[config.mk]
export PLATFORM = sky130hd
export DESIGN_NAME = add_seq_wide
export DESIGN_NICKNAME = d
export VERILOG_FILES = /design/src/rtl/add_seq_wide.sv
export SDC_FILE = /design/constraint.sdc
export NUM_CORES = 1
export LEC_CHECK = 0
export CORE_UTILIZATION = 25
export CTS_CLUSTER_DIAMETER = 120
export CTS_CLUSTER_SIZE = 24
export DETAILED_ROUTE_END_ITERATION = 10
export PLACE_DENSITY = 0.51
export SLEW_MARGIN = 20
export SYNTH_ARGS = -nofsm -noshare
export SYNTH_HDL_FRONTEND = slang
export SYNTH_SLANG_ARGS = --single-unit
[constraint.sdc]
create_clock -name clk -period 11.43 [get_ports clk]
set_input_delay 1.7145 -clock clk [delete_from_list [all_inputs] [get_ports clk]]
set_output_delay 1.7145 -clock clk [all_outputs]
set_load 0.01 [all_outputs]
[src/rtl/add_seq_wide.sv]
// Multi-precision add/subtract sequencer: one shared 16-bit carry-chained adder
// walks the operands least-significant slice first, holding the carry between slices.
module add_seq_wide #(
    parameter int WORDS = 4
) (
    input  logic                  clk,
    input  logic                  rst_n,
    input  logic                  in_valid,
    output logic                  in_ready,
    input  logic                  sub,
    input  logic [16*WORDS-1:0]   a,
    input  logic [16*WORDS-1:0]   b,
    output logic                  out_valid,
    input  logic                  out_ready,
    output logic [16*WORDS-1:0]   sum,
    output logic                  cout,
    output logic                  ovf
);

    localparam int W  = 16 * WORDS;
    localparam int IW = (WORDS > 1) ? $clog2(WORDS) : 1;
    localparam logic [IW-1:0] LAST_IDX = IW'(WORDS - 1);

    typedef enum logic [1:0] {IDLE, RUN, DONE} state_t;

    state_t          state_reg, state_next;
    logic [W-1:0]    a_reg, b_reg;
    logic [IW-1:0]   idx_reg;
    logic            carry_reg, cout_reg, ovf_reg;
    logic [15:0]     a_slice, b_slice, s_slice;
    logic            c_slice;
    logic            last_slice;
    logic            accept;

    assign accept     = (state_reg == IDLE) & in_valid;
    assign last_slice = (idx_reg == LAST_IDX);
    assign in_ready   = (state_reg == IDLE);
    assign out_valid  = (state_reg == DONE);
    assign cout       = cout_reg;
    assign ovf        = ovf_reg;

    // Slice select by comparison keeps the mux legal for WORDS=1 as well.
    always_comb begin
        a_slice = '0;
        b_slice = '0;
        for (int i = 0; i < WORDS; i++) begin
            if (idx_reg == IW'(i)) begin
                a_slice = a_reg[i*16 +: 16];
                b_slice = b_reg[i*16 +: 16];
            end
        end
    end

    assign {c_slice, s_slice} = {1'b0, a_slice} + {1'b0, b_slice} + {16'd0, carry_reg};

    always_ff @(posedge clk or negedge rst_n) begin
        if (!rst_n) begin
            state_reg <= IDLE;
        end else begin
            state_reg <= state_next;
        end
    end

    always_comb begin
        state_next = state_reg;
        case (state_reg)
            IDLE:    if (in_valid)   state_next = RUN;
            RUN:     if (last_slice) state_next = DONE;
            DONE:    if (out_ready)  state_next = IDLE;
            default: state_next = IDLE;
        endcase
    end

    // Subtraction is a + ~b + 1: the +1 enters as the initial carry.
    always_ff @(posedge clk or negedge rst_n) begin
        if (!rst_n) begin
            a_reg     <= '0;
            b_reg     <= '0;
            idx_reg   <= '0;
            carry_reg <= 1'b0;
            cout_reg  <= 1'b0;
            ovf_reg   <= 1'b0;
        end else if (accept) begin
            a_reg     <= a;
            b_reg     <= sub ? ~b : b;
            carry_reg <= sub;
            idx_reg   <= '0;
        end else if (state_reg == RUN) begin
            carry_reg <= c_slice;
            if (last_slice) begin
                cout_reg <= c_slice;
                ovf_reg  <= (a_slice[15] == b_slice[15]) & (s_slice[15] != a_slice[15]);
            end else begin
                idx_reg <= idx_reg + IW'(1);
            end
        end
    end

    for (genvar gi = 0; gi < WORDS; gi++) begin : g_word
        logic [15:0] word_reg;

        always_ff @(posedge clk or negedge rst_n) begin
            if (!rst_n) begin
                word_reg <= '0;
            end else if ((state_reg == RUN) && (idx_reg == IW'(gi))) begin
                word_reg <= s_slice;
            end
        end

        assign sum[gi*16 +: 16] = word_reg;
    end

endmodule

; ---- Yosys cells after proc, flatten, opt, wreduce, memory -nomap -nowiden
; Index checks and enable logic that the tools add are counted.
[op_classes]
eq_ne = 11
bitwise_logic = 4
add_sub_neg = 3
muxes = 18
n_reduce_logical = 10
[op_table]
columns = op, count
row1 = 16-bit 2-to-1 mux, 8
row2 = 64-bit 2-to-1 mux, 1
row3 = 64-bit NOT, 1
row4 = 16-bit by 16-bit adder with 17-bit output, 1
row5 = 17-bit by 1-bit adder with 17-bit output, 1
row6 = 2-bit 2-to-1 mux, 6
row7 = 2-bit == test (second input constant), 3
row8 = 2-bit one-hot mux with 3 select lines, 1
row9 = 3-bit AND reduction, 2
row10 = 2-bit by 1-bit == test with 1-bit output (second input constant), 2
row11 = 1-bit logical AND, 4
row12 = 2-bit logical NOT, 2
row13 = 2-bit by 1-bit inequality test with 1-bit output (second input constant), 2
row14 = 2-bit inequality test (second input constant), 2
row15 = 2-bit by 1-bit adder with 2-bit output (second input constant), 1
row16 = 1-bit AND, 2
row17 = 1-bit 2-to-1 mux, 2
row18 = 2-bit AND reduction, 1
row19 = 2-bit nonzero test, 1
row20 = 1-bit == test, 1
row21 = 1-bit inequality test, 1
row22 = 1-bit NOT, 1
[word_totals]
out_inout_bits = 68
in_bits = 133
ff_bits = 199
word_cells = 57

; ---- Longest topological paths before layout
[depth]
word_depth = 9
mapped_depth = 18

; ---- Worst setup path after synthesis
; Ideal clock, no wire load.
[synth_path]
kind = register to register
start = register idx_reg[0]
end = register carry_reg
n_path_buf = 2
path_stages_with_launch = 18
setup_ns = 0.111
arrival_time_ns = 3.470
slack_ns = 7.849
path_cell_list = dfrtp_1 inv_1 ha_1 clkbuf_1 clkbuf_1 nand2_1 nor2_1 a21oi_1 o21ai_0 mux2i_1 fa_1 fa_1 nor2b_1 o2111ai_1 a21oi_2 nor3_1 o31a_1 a222oi_1
[synth_between]
elab_chain_len = 9
word_cells_on_any_way = 16
[synth_rtl]
columns = element, line_no
row1 = start: declaration, 28  ; logic [IW-1:0] idx_reg;
row2 = start signal: assignment, 94  ; idx_reg <= idx_reg + IW'(1);
row3 = 2-bit logical NOT, 47  ; if (idx_reg == IW'(i)) begin
row4 = 16-bit 2-to-1 mux (4 in series), 47
row5 = 16-bit by 16-bit adder with 17-bit output (*), 54  ; assign {c_slice, s_slice} = {1'b0, a_slice} + {1'b0, b_slice} + {16'd0, carry_reg};
row6 = 17-bit by 1-bit adder with 17-bit output (*), 54
row7 = 1-bit 2-to-1 mux (*), 88  ; end else if (state_reg == RUN) begin
row8 = 1-bit 2-to-1 mux (*), 83  ; end else if (accept) begin
row9 = end signal: assignment, 86  ; carry_reg <= sub;
row10 = end signal: assignment, 89  ; carry_reg <= c_slice;
row11 = end: declaration, 29  ; logic carry_reg, cout_reg, ovf_reg;
; Every way passes the cells marked *; elsewhere a longest branch is shown, timed or not. The select of a mux whose other input is x is not followed.
; A chain may end at the register's enable or synchronous reset.

; ---- Worst setup path in the final report
[layout_path]
start = input in_valid
end = register a_reg[45]
[layout_between]
elab_chain_len = 1
[layout_rtl]
columns = element, line_no
row1 = start: declaration, 8  ; input logic in_valid,
row2 = 1-bit AND, 35  ; assign accept = (state_reg == IDLE) & in_valid;
row3 = end signal: assignment, 77  ; a_reg <= '0;
row4 = end signal: assignment, 84  ; a_reg <= a;
row5 = end: declaration, 27  ; logic [W-1:0] a_reg, b_reg;
; Every way passes these cells.

==> impl_results.md <==
- Status: finished, final reports clean
- Internal Power: 0.00235 W
- DP HPWL: 20800 um
- Max Clock Freq: 226 MHz
- # IOs: 201
- TritonCTS Buffers: 17
- Critical path's top delay family: buffers and inverters
- Root Driver: clkbuf_16
- Post_cts resized: 0
- CTS tree: yes
- Number of flops mapped to enable cells by yosys: 0
- Synthesized net count: 1183
- Row count: 72
- P&R area growth vs syn: 31.5%
- DRC Markers: 0
- Comb power frac: 56.6%
- Mapped Area: 9800 um^2
- Post-DP Area: 12300 um^2
- WL final: 28300 um
- Clock slew seen by the registers of the worst setup and hold paths: 80 ps
- Inst Count DP: 1689
- Largest net degree at the start of global routing: 77
- Die Span X: 200 um
- Tmin final: 4430 ps
- Flop pwr share: 28.9%
- Core ar.: 38600 um^2
- Number of global-route vias before repair: 7517
- Iter 0 DRT Violations: 413
- CP startpoint kind: input pin
- Port Buffers: 200
- Post-synth ARST share: 100%
- CP cell instances: clkdlybuf4s50_1, and2_4, buf_4, buf_4, mux2_2
- Type of the worst setup path: input pin to register
- Leak pwr: 5.33 nW
- Fillers: 4000
- Final hold violation count: 0
- Netlist cell types: 48
- First drt pass iteration count: 5
- First-pass GRT wire length: 44400 um
- Most common cell after layout, fill and taps aside: dfrtp_1
- Total clock sinks: 199
- Commonest cells after routing, fill and taps aside: dfrtp_1 (199), clkdlybuf4s50_1 (198), nand2_1 (140)
- Chip height: 200 um
- Worst path required time: 11760 ps
- Slowest CP cell: buf_4
- Critical Path End Type: register
- Max Cap Viol: 0
- Slowest stage delay, CP: 680 ps
- Worst Tran Pin Value: 851 ps
- Total gr overflow: 0
- CP max FO: 70
- VDD IR-drop max: 0.141 mV
- GRT Total Usage: 14.7%
- RSZ-0062 raised after global routing: no
- Vias per cell: 4.42
- Yosys warns: 0
- Ant diodes: 0
- DR vias: 7617
- Setup tns final: 0 ps
- Setup Buffers After CTS: 0
- CTS Buffer Depth: 2
- Routed Antenna Nets: 0
- Final setup fails: 0
- Ys flop type: dfrtp_1
- Clk_lat worst skew: 450 ps
- Most frequent cell on the critical path: buf_4
- Fraction of final layout cells sized beyond drive strength 1: 10.4%
- Area of the die: 40000 um^2
- Initial antenna violation count: 0
- Share of power burned in the clock network: 14.5%
- Pwr per Cell Area: 333 nW/um^2
- CP arrival: 4760 ps
- Worst hold path class: register to register
- Cell count after synthesis: 1029
- Switching share of power: 45.3%
- Mean post-synth cell area: 9.52 um^2
- Final std cells w/o fill: 1722
- Final Max Slew Viols: 0
- GP Congestion: 0.797
- Max_slew headroom: 43.3%
- Final instance area: 12900 um^2
- WL per Instance: 16.4 um
- Seq/Total Area, Yosys: 50.8%
- Hold_buf cts: 0
- Final net count: 1345
- Sw power: 0.00194 W
- Bufs and invs on worst path: 3
- Initial Util: 25.4%
- #FFs+latches synth: 199
- Number of levels in the clock H-tree: 4
- Clock Skew: 16.6 ps
- Final period util: 38.8%
path summary, 6_finish.rpt:
path / end / slack (ps) / startpoint / depth (start not counted)
min reg2reg: g_word[1].word_reg[0] / 480 / g_word[1].word_reg[0] / 2
max in group asynchronous: a_reg[60] / 8910 / rst_n / 2
min in group asynchronous: g_word[1].word_reg[0] / 1240 / rst_n / 1
max: a_reg[45] / 7000 / in_valid / 5
max reg2reg: carry_reg / 7130 / idx_reg[1] / 14
min: g_word[1].word_reg[0] / 480 / g_word[1].word_reg[0] / 2
Yosys cell counts (2+ instances only):
| cell | instances | area (um^2) |
|---|---|---|
| a21o_1 | 11 | 82.6 |
| a21oi_1 | 138 | 691 |
| a22o_1 | 4 | 35.0 |
| a31oi_1 | 2 | 12.5 |
| and2_1 | 3 | 18.8 |
| and3_1 | 2 | 12.5 |
| buf_1 | 5 | 18.8 |
| buf_2 | 16 | 80.1 |
| clkbuf_1 | 49 | 184 |
| dfrtp_1 | 199 | 4980 |
| fa_1 | 2 | 40.0 |
| ha_1 | 19 | 238 |
| inv_1 | 12 | 45.0 |
| mux2_2 | 64 | 721 |
| mux2i_1 | 7 | 70.1 |
| nand2_1 | 140 | 526 |
| nand2b_1 | 4 | 25.0 |
| nand3_1 | 8 | 40.0 |
| nand3b_1 | 2 | 15.0 |
| nor2_1 | 132 | 495 |
| nor2b_1 | 4 | 25.0 |
| nor3_1 | 2 | 10.0 |
| o2111ai_1 | 2 | 17.5 |
| o211ai_1 | 2 | 15.0 |
| o21a_1 | 2 | 15.0 |
| o21ai_0 | 92 | 460 |
| o21ai_2 | 4 | 35.0 |
| o21bai_1 | 2 | 15.0 |
| o31ai_1 | 4 | 30.0 |
| or3_1 | 5 | 31.3 |
| xnor2_1 | 69 | 604 |
| xor2_1 | 6 | 52.6 |
metrics by stage:
| stage | setup WS, ps | total power (W) | utilization [%] | hold slack (ps) |
|---|---|---|---|---|
| after floorplan | 7850 | 0.00283 | - | 480 |
| after global placement | 6560 | 0.00367 | 31.7 | 461 |
| after detailed placement | 6520 | 0.00370 | 31.7 | 469 |
| after CTS | 7000 | 0.00434 | 33.3 | 487 |
| after global routing | 6790 | 0.00470 | 33.3 | 506 |
| final | 7000 | 0.00429 | 33.3 | 480 |
worst register-to-register path: cells and delay by family (launching register included):
kind	cells	cell delay [ps]
compound gates	6	1500
fa+ha+maj	3	1250
buf+inv	2	600
flops	1	410
simple gates	2	270
mux	1	160
logic make-up after synthesis:
group                      count (synthesis)  synth area share (%)
xor gates and xnor gates                  75                  6.70
and+or+nand+nor                          305                  12.5
DFF                                      199                  50.8
buffers and inverters                     83                  3.42
muxes                                     71                  8.07
AOI/OAI and AO/OA                        275                  15.7
adders and majority gates                 21                  2.83
final cells by class:
type	instances	area (um^2)	area share, %
flip-flops and latches	199	4980	38.6
multi-input cells	747	4490	34.9
repair buffers	214	2130	16.5
well taps	518	648	5.03
clock buffers	18	429	3.33
clock inverters	14	161	1.25
inverters	12	45.0	0.350
routing by layer:
| metal | part of all wire [%] | global-route usage, % | routed length, um |
|---|---|---|---|
| met2 | 45 | 22.3 | 12700 |
| met1 | 48 | 21.1 | 13700 |
| met4 | 1.5 | 4.24 | 419 |
| met3 | 5.2 | 2.99 | 1460 |
| met5 | 0 | 0 | 0 |
power groups by stage:
| stage | Combinational, W | Clock [W] | Sequential, W |
|---|---|---|---|
| 2_1_floorplan | 0.00158 | 0 | 0.00125 |
| 3_3_place_gp | 0.00242 | 0 | 0.00125 |
| 3_5_place_dp | 0.00244 | 0 | 0.00126 |
| 4_1_cts | 0.00246 | 0.000644 | 0.00124 |
| 5_1_grt | 0.00274 | 0.000671 | 0.00129 |
| 6_report | 0.00243 | 0.000621 | 0.00124 |
No activity file was read; power rests on OpenSTA's default activity.
